### config.mk
export PLATFORM = sky130hd
export DESIGN_NAME = fifo_wr_arbiter_flat
export DESIGN_NICKNAME = d
export VERILOG_FILES = /design/src/rtl/fifo_wr_arbiter_if.sv /design/src/rtl/fifo_wr_arbiter.sv /design/src/flat_wrapper.sv
export SDC_FILE = /design/constraint.sdc
export NUM_CORES = 1
export LEC_CHECK = 0
export CORE_UTILIZATION = 32
export CTS_CLUSTER_DIAMETER = 80
export CTS_CLUSTER_SIZE = 28
export DETAILED_ROUTE_END_ITERATION = 7
export PLACE_DENSITY = 0.88
export REMOVE_ABC_BUFFERS = 1
export SYNTH_ARGS = -nofsm -noshare
export SYNTH_HDL_FRONTEND = slang
export SYNTH_SLANG_ARGS = --single-unit
### constraint.sdc
create_clock -name wclk -period 1.85 [get_ports wclk]
set_input_delay 0.555 -clock wclk [delete_from_list [all_inputs] [get_ports wclk]]
set_output_delay 0.555 -clock wclk [all_outputs]
set_load 0.02 [all_outputs]
### src/rtl/fifo_wr_arbiter_if.sv
// fifo_wr_arbiter_if: requester handshake plus FIFO write-side bundle.
// master = requesters/FIFO side, slave = the arbiter.
interface fifo_wr_arbiter_if #(
   parameter int DSIZE = 8,
   parameter int NREQ  = 4
);
   logic [NREQ-1:0]       req_valid;
   logic [NREQ*DSIZE-1:0] req_data;
   logic [NREQ-1:0]       req_last;
   logic [NREQ-1:0]       req_ready;
   logic                  winc;
   logic [DSIZE-1:0]      wdata;
   logic                  wfull;
   logic [NREQ-1:0]       grant;
   logic                  busy;
   modport master (
      output req_valid, req_data, req_last, wfull,
      input  req_ready, winc, wdata, grant, busy
   );
   modport slave (
      input  req_valid, req_data, req_last, wfull,
      output req_ready, winc, wdata, grant, busy
   );
endinterface

### src/rtl/fifo_wr_arbiter.sv
// fifo_wr_arbiter: round-robin owner of the async FIFO write port, bursts of up to BURST beats.
// Datapath is combinational from the registered owner; a one-cycle IDLE bubble separates grants.
module fifo_wr_arbiter #(
   parameter int DSIZE = 8,
   parameter int NREQ  = 4,
   parameter int BURST = 4
) (
   input logic               wclk,
   input logic               wrst,
   fifo_wr_arbiter_if.slave  bus
);
   localparam int IW = NREQ > 1 ? $clog2(NREQ) : 1;
   localparam int CW = $clog2(BURST) + 1;
   localparam logic [0:0] IDLE  = 1'b0;
   localparam logic [0:0] GRANT = 1'b1;
   logic [0:0]    fsm;
   logic [IW-1:0] owner;
   logic [IW-1:0] rr_ptr;
   logic [IW-1:0] winner;
   logic [IW-1:0] idx;
   logic [IW:0]   sum;
   logic [CW-1:0] beat_cnt;
   logic          busy;
   logic          winc;
   logic          done;
   assign busy = fsm == GRANT;
   assign winc = busy & bus.req_valid[owner] & ~bus.wfull;
   assign done = winc & (bus.req_last[owner] | beat_cnt == CW'(BURST - 1));
   assign bus.busy      = busy;
   assign bus.winc      = winc;
   assign bus.wdata     = busy ? bus.req_data[owner*DSIZE +: DSIZE] : '0;
   assign bus.grant     = busy ? NREQ'(1) << owner : '0;
   assign bus.req_ready = bus.wfull ? '0 : bus.grant;
   // Scan downward so the requester closest to rr_ptr is the last (winning) assignment.
   always_comb begin
      winner = '0;
      sum    = '0;
      idx    = '0;
      for (int k = NREQ - 1; k >= 0; k--) begin
         sum = {1'b0, rr_ptr} + (IW+1)'(k);
         idx = sum >= (IW+1)'(NREQ) ? IW'(sum - (IW+1)'(NREQ)) : IW'(sum);
         if (bus.req_valid[idx]) winner = idx;
      end
   end
   always_ff @(posedge wclk or posedge wrst) begin
      if (wrst) begin
         fsm      <= IDLE;
         owner    <= '0;
         rr_ptr   <= '0;
         beat_cnt <= '0;
      end else if (fsm == IDLE) begin
         if (|bus.req_valid) begin
            owner    <= winner;
            beat_cnt <= '0;
            fsm      <= GRANT;
         end
      end else if (done) begin
         fsm      <= IDLE;
         rr_ptr   <= owner == IW'(NREQ - 1) ? '0 : owner + IW'(1);
         beat_cnt <= '0;
      end else if (winc) begin
         beat_cnt <= beat_cnt + CW'(1);
      end
   end
endmodule

### src/flat_wrapper.sv
// flat-port wrapper written by rule: the top's interface ports become plain ports
module fifo_wr_arbiter_flat 
#(
   parameter int DSIZE = 8,
   parameter int NREQ  = 4,
   parameter int BURST = 4
)
  (wclk, wrst, bus_req_valid, bus_req_data, bus_req_last, bus_wfull, bus_req_ready, bus_winc, bus_wdata, bus_grant, bus_busy);
  fifo_wr_arbiter_if #(.DSIZE(DSIZE), .NREQ(NREQ)) bus_i ();
  input logic wclk;
  input logic wrst;
  input wire logic [$bits(bus_i.req_valid)-1:0] bus_req_valid;
  input wire logic [$bits(bus_i.req_data)-1:0] bus_req_data;
  input wire logic [$bits(bus_i.req_last)-1:0] bus_req_last;
  input wire logic [$bits(bus_i.wfull)-1:0] bus_wfull;
  output wire logic [$bits(bus_i.req_ready)-1:0] bus_req_ready;
  output wire logic [$bits(bus_i.winc)-1:0] bus_winc;
  output wire logic [$bits(bus_i.wdata)-1:0] bus_wdata;
  output wire logic [$bits(bus_i.grant)-1:0] bus_grant;
  output wire logic [$bits(bus_i.busy)-1:0] bus_busy;
  assign bus_i.req_valid = bus_req_valid;
  assign bus_i.req_data = bus_req_data;
  assign bus_i.req_last = bus_req_last;
  assign bus_i.wfull = bus_wfull;
  assign bus_req_ready = bus_i.req_ready;
  assign bus_winc = bus_i.winc;
  assign bus_wdata = bus_i.wdata;
  assign bus_grant = bus_i.grant;
  assign bus_busy = bus_i.busy;
  fifo_wr_arbiter #(.DSIZE(DSIZE), .NREQ(NREQ), .BURST(BURST)) u_core (.wclk(wclk), .wrst(wrst), .bus(bus_i));
endmodule
; Word-level counts from Yosys, hierarchy flattened
; Cells that the tools add are included.
[totals]
ff_bits = 8
input_bits = 43
[op_classes]
n_addsub = 9
magnitude_cmp = 9
eq_ne = 3
n_shift = 2
bitwise = 6
n_mux = 31
reduce_logical = 5
[op_table]
columns = operator, n
row1 = 32-bit by 6-bit indexed part select with 8-bit output, 1
row2 = 2-bit 2-to-1 mux, 9
row3 = 2-bit by 3-bit less-than comparator with 1-bit output (second input constant), 5
row4 = 1-bit binary-select mux with 2-bit select, 6
row5 = 3-bit 2-to-1 mux, 4
row6 = 3-bit greater-or-equal comparator (second input constant), 3
row7 = 1-bit 2-to-1 mux, 9
row8 = 4-bit 2-to-1 mux, 2
row9 = 8-bit 2-to-1 mux, 1
row10 = 2-bit by 1-bit subtractor with 2-bit output (second input constant), 4
row11 = 2-bit by 2-bit adder with 3-bit output (second input constant), 2
row12 = 2-bit AND reduction, 3
row13 = 4-bit OR reduction, 1
row14 = 1-bit by 2-bit << shifter with 4-bit output (first input constant), 1
row15 = 2-bit by 1-bit adder with 3-bit output (second input constant), 1
row16 = 3-bit by 1-bit adder with 3-bit output (second input constant), 1
row17 = 1-bit bitwise AND, 3
row18 = 3-bit by 2-bit equality test with 1-bit output (second input constant), 1
row19 = 2-bit by 3-bit greater-or-equal comparator with 1-bit output (second input constant), 1
row20 = 3-bit != test (second input constant), 1
row21 = 2-bit by 1-bit adder with 2-bit output (second input constant), 1
row22 = 2-bit equality test (second input constant), 1
row23 = 1-bit NOT, 2
row24 = 2-bit nonzero test, 1
row25 = 1-bit OR, 1

; Logic depth before layout (Yosys ltp)
[depth]
ltp_word = 9
ltp_mapped = 6

; Worst setup path before layout
; No wires, ideal clock.
[synth_path]
kind = reg2out
startpoint = register u_core.owner[0]
endpoint = output bus_wdata[0]
slack_ps = -83
arrival_time_ps = 1378
stages_incl_launch_ff = 5
cell_sequence = dfrtp_1 -> buf_6 -> buf_6 -> mux4_2 -> and2_1
[synth_via]
elab_chain_cells = 2
[synth_rtl]
columns = item, line_no
row1 = "start, declared", fifo_wr_arbiter.sv:17  ; logic [IW-1:0] owner;
row2 = "start signal, assigned", fifo_wr_arbiter.sv:53  ; owner <= winner;
row3 = 32-bit by 6-bit indexed part select with 8-bit output, fifo_wr_arbiter.sv:31  ; assign bus.wdata = busy ? bus.req_data[owner*DSIZE +: DSIZE] : '0;
row4 = 8-bit 2-to-1 mux, fifo_wr_arbiter.sv:31
row5 = "end, declared", flat_wrapper.sv:18  ; output wire logic [$bits(bus_i.wdata)-1:0] bus_wdata;
; No other way between the ends.

; Final worst setup path
[layout_path]
startpoint = register u_core.owner[0]
endpoint = output bus_wdata[1]
; The elaborated chain is that of the path after synthesis.

==> summary.txt <==
Worst hold path
  – Hold depth: 2
  – End of the worst hold path: u_core.beat_cnt[2]
  – Min-Delay Path Class: reg -> reg
  – Hold Startpoint: u_core.beat_cnt[2]

Detailed routing
  – WL/cell: 21.0 um
  – Drt pass-1 iters: 4
  – Via count: 1092
  – Routed Antenna Nets: 0
  – Vias per inst: about 5.5
  – Initial DRC Count: 48
  – Routed WL: 4.15 mm
  – DRC: 0

Worst setup path
  – Crit. End Element: output pin
  – Worst r2r dst: u_core.rr_ptr[0]
  – R2R Setup Slk: around 40 ps
  – Required time worst endpoint: 1290 ps
  – Crit path cell chain: clkbuf_16 > mux4_2 > and2_4 > buf_6
  – CP max FO: 5
  – Worst Path Buf+Inv: 2
  – Crit-path max cell delay: 520 ps
  – CP Class: reg -> out
  – FF-to-FF path depth: 6
  – Worst r2r src: u_core.owner[0]
  – Slowest-stage cell, CP: mux4_2
  – Crit-path leading delay family: multiplexers
  – WP data arrival: about 1700 ps
  – CP Launch Type: register

GRT
  – GRT met3 Usage: approximately 7.0%
  – GRT Overall Usage: between 20% and 30%
  – First-pass GRT wire length: 5.38 mm
  – Vias in the first global route: approximately 1100
  – Pin count of the biggest net entering global routing: 17
  – Global route total overflow: 0
  – Initial antenna violation count: 0
  – Met2 GRT Util: a little over two fifths
  – Met1 Use GR: a little under a quarter
  – Top Usage Layer GRT: met2

CTS
  – CTS Buf Count: 3
  – TritonCTS clock tree: built
  – CTS Sinks: 8
  – CTS Buffer Depth: 2
  – Root cell of the clock tree: clkbuf_4
  – Clk slew on worst S/H paths: 60 ps
  – CTS HTree Levels: 1
  – Clk_lat worst skew: between 200 and 300 ps

Logic synthesis
  – Synth area leader: mux4_2
  – Xor and xnor area share after synthesis: 0%
  – Syn avg cell area: around 10 um2
  – Most frequent cells after synthesis: 16 x and2_1, 9 x mux4_2, 8 x dfrtp_1
  – Synth Instances: 89
  – Synth warn: 0
  – Mapped cell area: ~900 um2
  – Cell variety after synth: 29
  – Adder-cell share of the synthesized area: 8.25%
  – Synth area leaders: mux4_2 22%, dfrtp_1 22%, and2_1 11%, ha_1 8.3%, mux2i_1 5.5%
  – Most used DFF post-synth: dfrtp_1
  – Largest family of logic cells by synthesized area: multiplexers
  – Area fraction of the dominant cell type after synthesis: ~22%
  – Synth Area in Simple Gates: about a fifth
  – Most frequent cell after synthesis: and2_1
  – Number of synthesized flops with an enable pin: 0
  – #FFs+latches synth: 8
  – Mux contribution to synthesized area: between 30% and 40%
  – Register area share after synthesis: between 20% and 30%
  – Async SR Flop Fraction: 100%
  – Fraction of the mapped netlist area in compound gates: between 10% and 20%

STA
  – Crit share post-route: 120%
  – Final hold violation count: 0
  – Setup Total Neg Slack: -4130 ps
  – Worst-Margin Slew: 464 ps
  – Max_slew headroom: between 60 and 70%
  – Tmin final: 2210 ps
  – FMAX: 0.452 GHz
  – RSZ-0062 raised after global routing: true
  – Max-slew violations: 0
  – Final setup viols: 17
  – Setup ws final: -363 ps
  – Clk_skew: about 7.0 ps
  – Hold_ws: just over 500 ps

Die
  – Core Rows: 18
  – Die Width: 55.3 um
  – Starting density of the core: 35.1%
  – Die area: around 0.0031 mm2
  – Core region area: around 0.0026 mm2
  – # IOs: 61
  – Die Y: about 55 um

Pwr
  – Maximum vdd ir drop: around 1.1 mV
  – PD cells: 1420 mW/mm2
  – Final total power: approximately 2.6 mW
  – Leakage: approximately 0.89 nW

Final layout
  – Final Net Count: between 200 and 250
  – Post-route insts no fill: slightly below 200
  – Share of cells above drive strength 1: 46.4%
  – Layout area overhead: 102%
  – Post-layout instance area: 0.00184 mm2
  – Fillers: 178
  – N_diodes: 0
  – Finished Core Util: a little under three quarters

Outcome
  – Violations in the final reports: setup timing
  – Outcome: complete, but fails checks

Run
  – Max-cap violations: 0

Placed design
  – Placed cells: 190
  – Pre-CTS setup slack: -860 ps
  – DP HPWL: 2.68 mm
  – Port-buffer cells: 60
  – Placed Area: 0.00165 mm2
  – GPL Wtd Cong: about 0.83
[cells in the final DEF (no fill, tap or decap), drive strengths merged, types with 2 or more instances in the layout]
cell type	synthesis	final
nor3	2	2
inv	6	6
nand2	2	2
and2	16	16
mux4	9	9
dlygate4sd2	0	37
ha	6	6
buf	3	36
a21oi	2	2
a21o	3	3
o31ai	2	2
nand2b	2	2
dfrtp	8	8
nand3	3	3
nor2	4	4
o21ai	5	5
clkbuf	1	4
nor2b	2	2
clkdlybuf4s50	0	5
mux2	2	2
mux2i	5	5
[tightest hold or removal path, stage by stage, from the launching register on]
cell and delay (ps):
dfrtp_1 340, nand3_1 60, o31ai_1 70
[report_power, final]
group | switching [mW] | leakage [nW] | internal [mW] | total [mW]
clock | 0.0646 | 0.0138 | 0.0746 | 0.139
combinational | 0.969 | 0.772 | 1.19 | 2.16
sequential | 0.0721 | 0.0992 | 0.242 | 0.314
total | 1.11 | 0.885 | 1.51 | 2.61
[sequential cells by signal, indices dropped and copies added (netlist names)]
register         cells
u_core.beat_cnt      3
u_core.rr_ptr        2
u_core.owner         2
u_core.bus.busy      1
[worst max-delay path by stage]
| stage | slack (ps) | cells after the start | endpoint | from |
|---|---|---|---|---|
| floorplan | -310 | 3 | bus_winc | u_core.owner[0] |
| global placement | -820 | 5 | bus_winc | bus_req_valid[3] |
| detailed placement | -860 | 4 | bus_wdata[4] | bus_req_data[20] |
| CTS | -330 | 4 | bus_wdata[4] | u_core.owner[0] |
| global route | -390 | 4 | bus_wdata[1] | u_core.owner[0] |
| finish | -360 | 4 | bus_wdata[1] | u_core.owner[0] |
[final cells by class]
| cell class | instances | area [um2] | area share [%] |
|---|---|---|---|
| repair buffers | 80 | 783 | 42.6 |
| multi-input cells | 71 | 766 | 41.6 |
| well taps | 30 | 37.5 | 2.04 |
| clock buffers | 3 | 22.5 | 1.22 |
| flip-flops and latches | 8 | 201 | 10.9 |
| inverters | 6 | 30.0 | 1.63 |
[per-layer routing]
layer	up-vias	routed length [um]	part of all wire (%)
li1	487	-	-
met1	540	1650	40
met2	63	2220	53
met3	2	268	6.5
met5	-	0	0
met4	0	16	0.39
[repair_timing]
| item | CTS | global route |
|---|---|---|
| setup endpoints to repair | 20 | 19 |
| hold buffers | 0 | 0 |
| gates resized for setup | 139 | 42 |
| setup buffers | 2 | 2 |
| gates cloned | 1 | 0 |
| pin swaps | 10 | 5 |
[logic make-up (layout without fill, tap and decap cells)]
family | after synthesis | in the layout
DFF | 8 | 8
buffers and inverters | 10 | 89
muxes | 16 | 16
and+or+nand+nor | 33 | 33
adders and majority gates | 6 | 6
AOI/OAI and AO/OA | 16 | 16
Note: power is estimated with default switching activity, not from simulation.
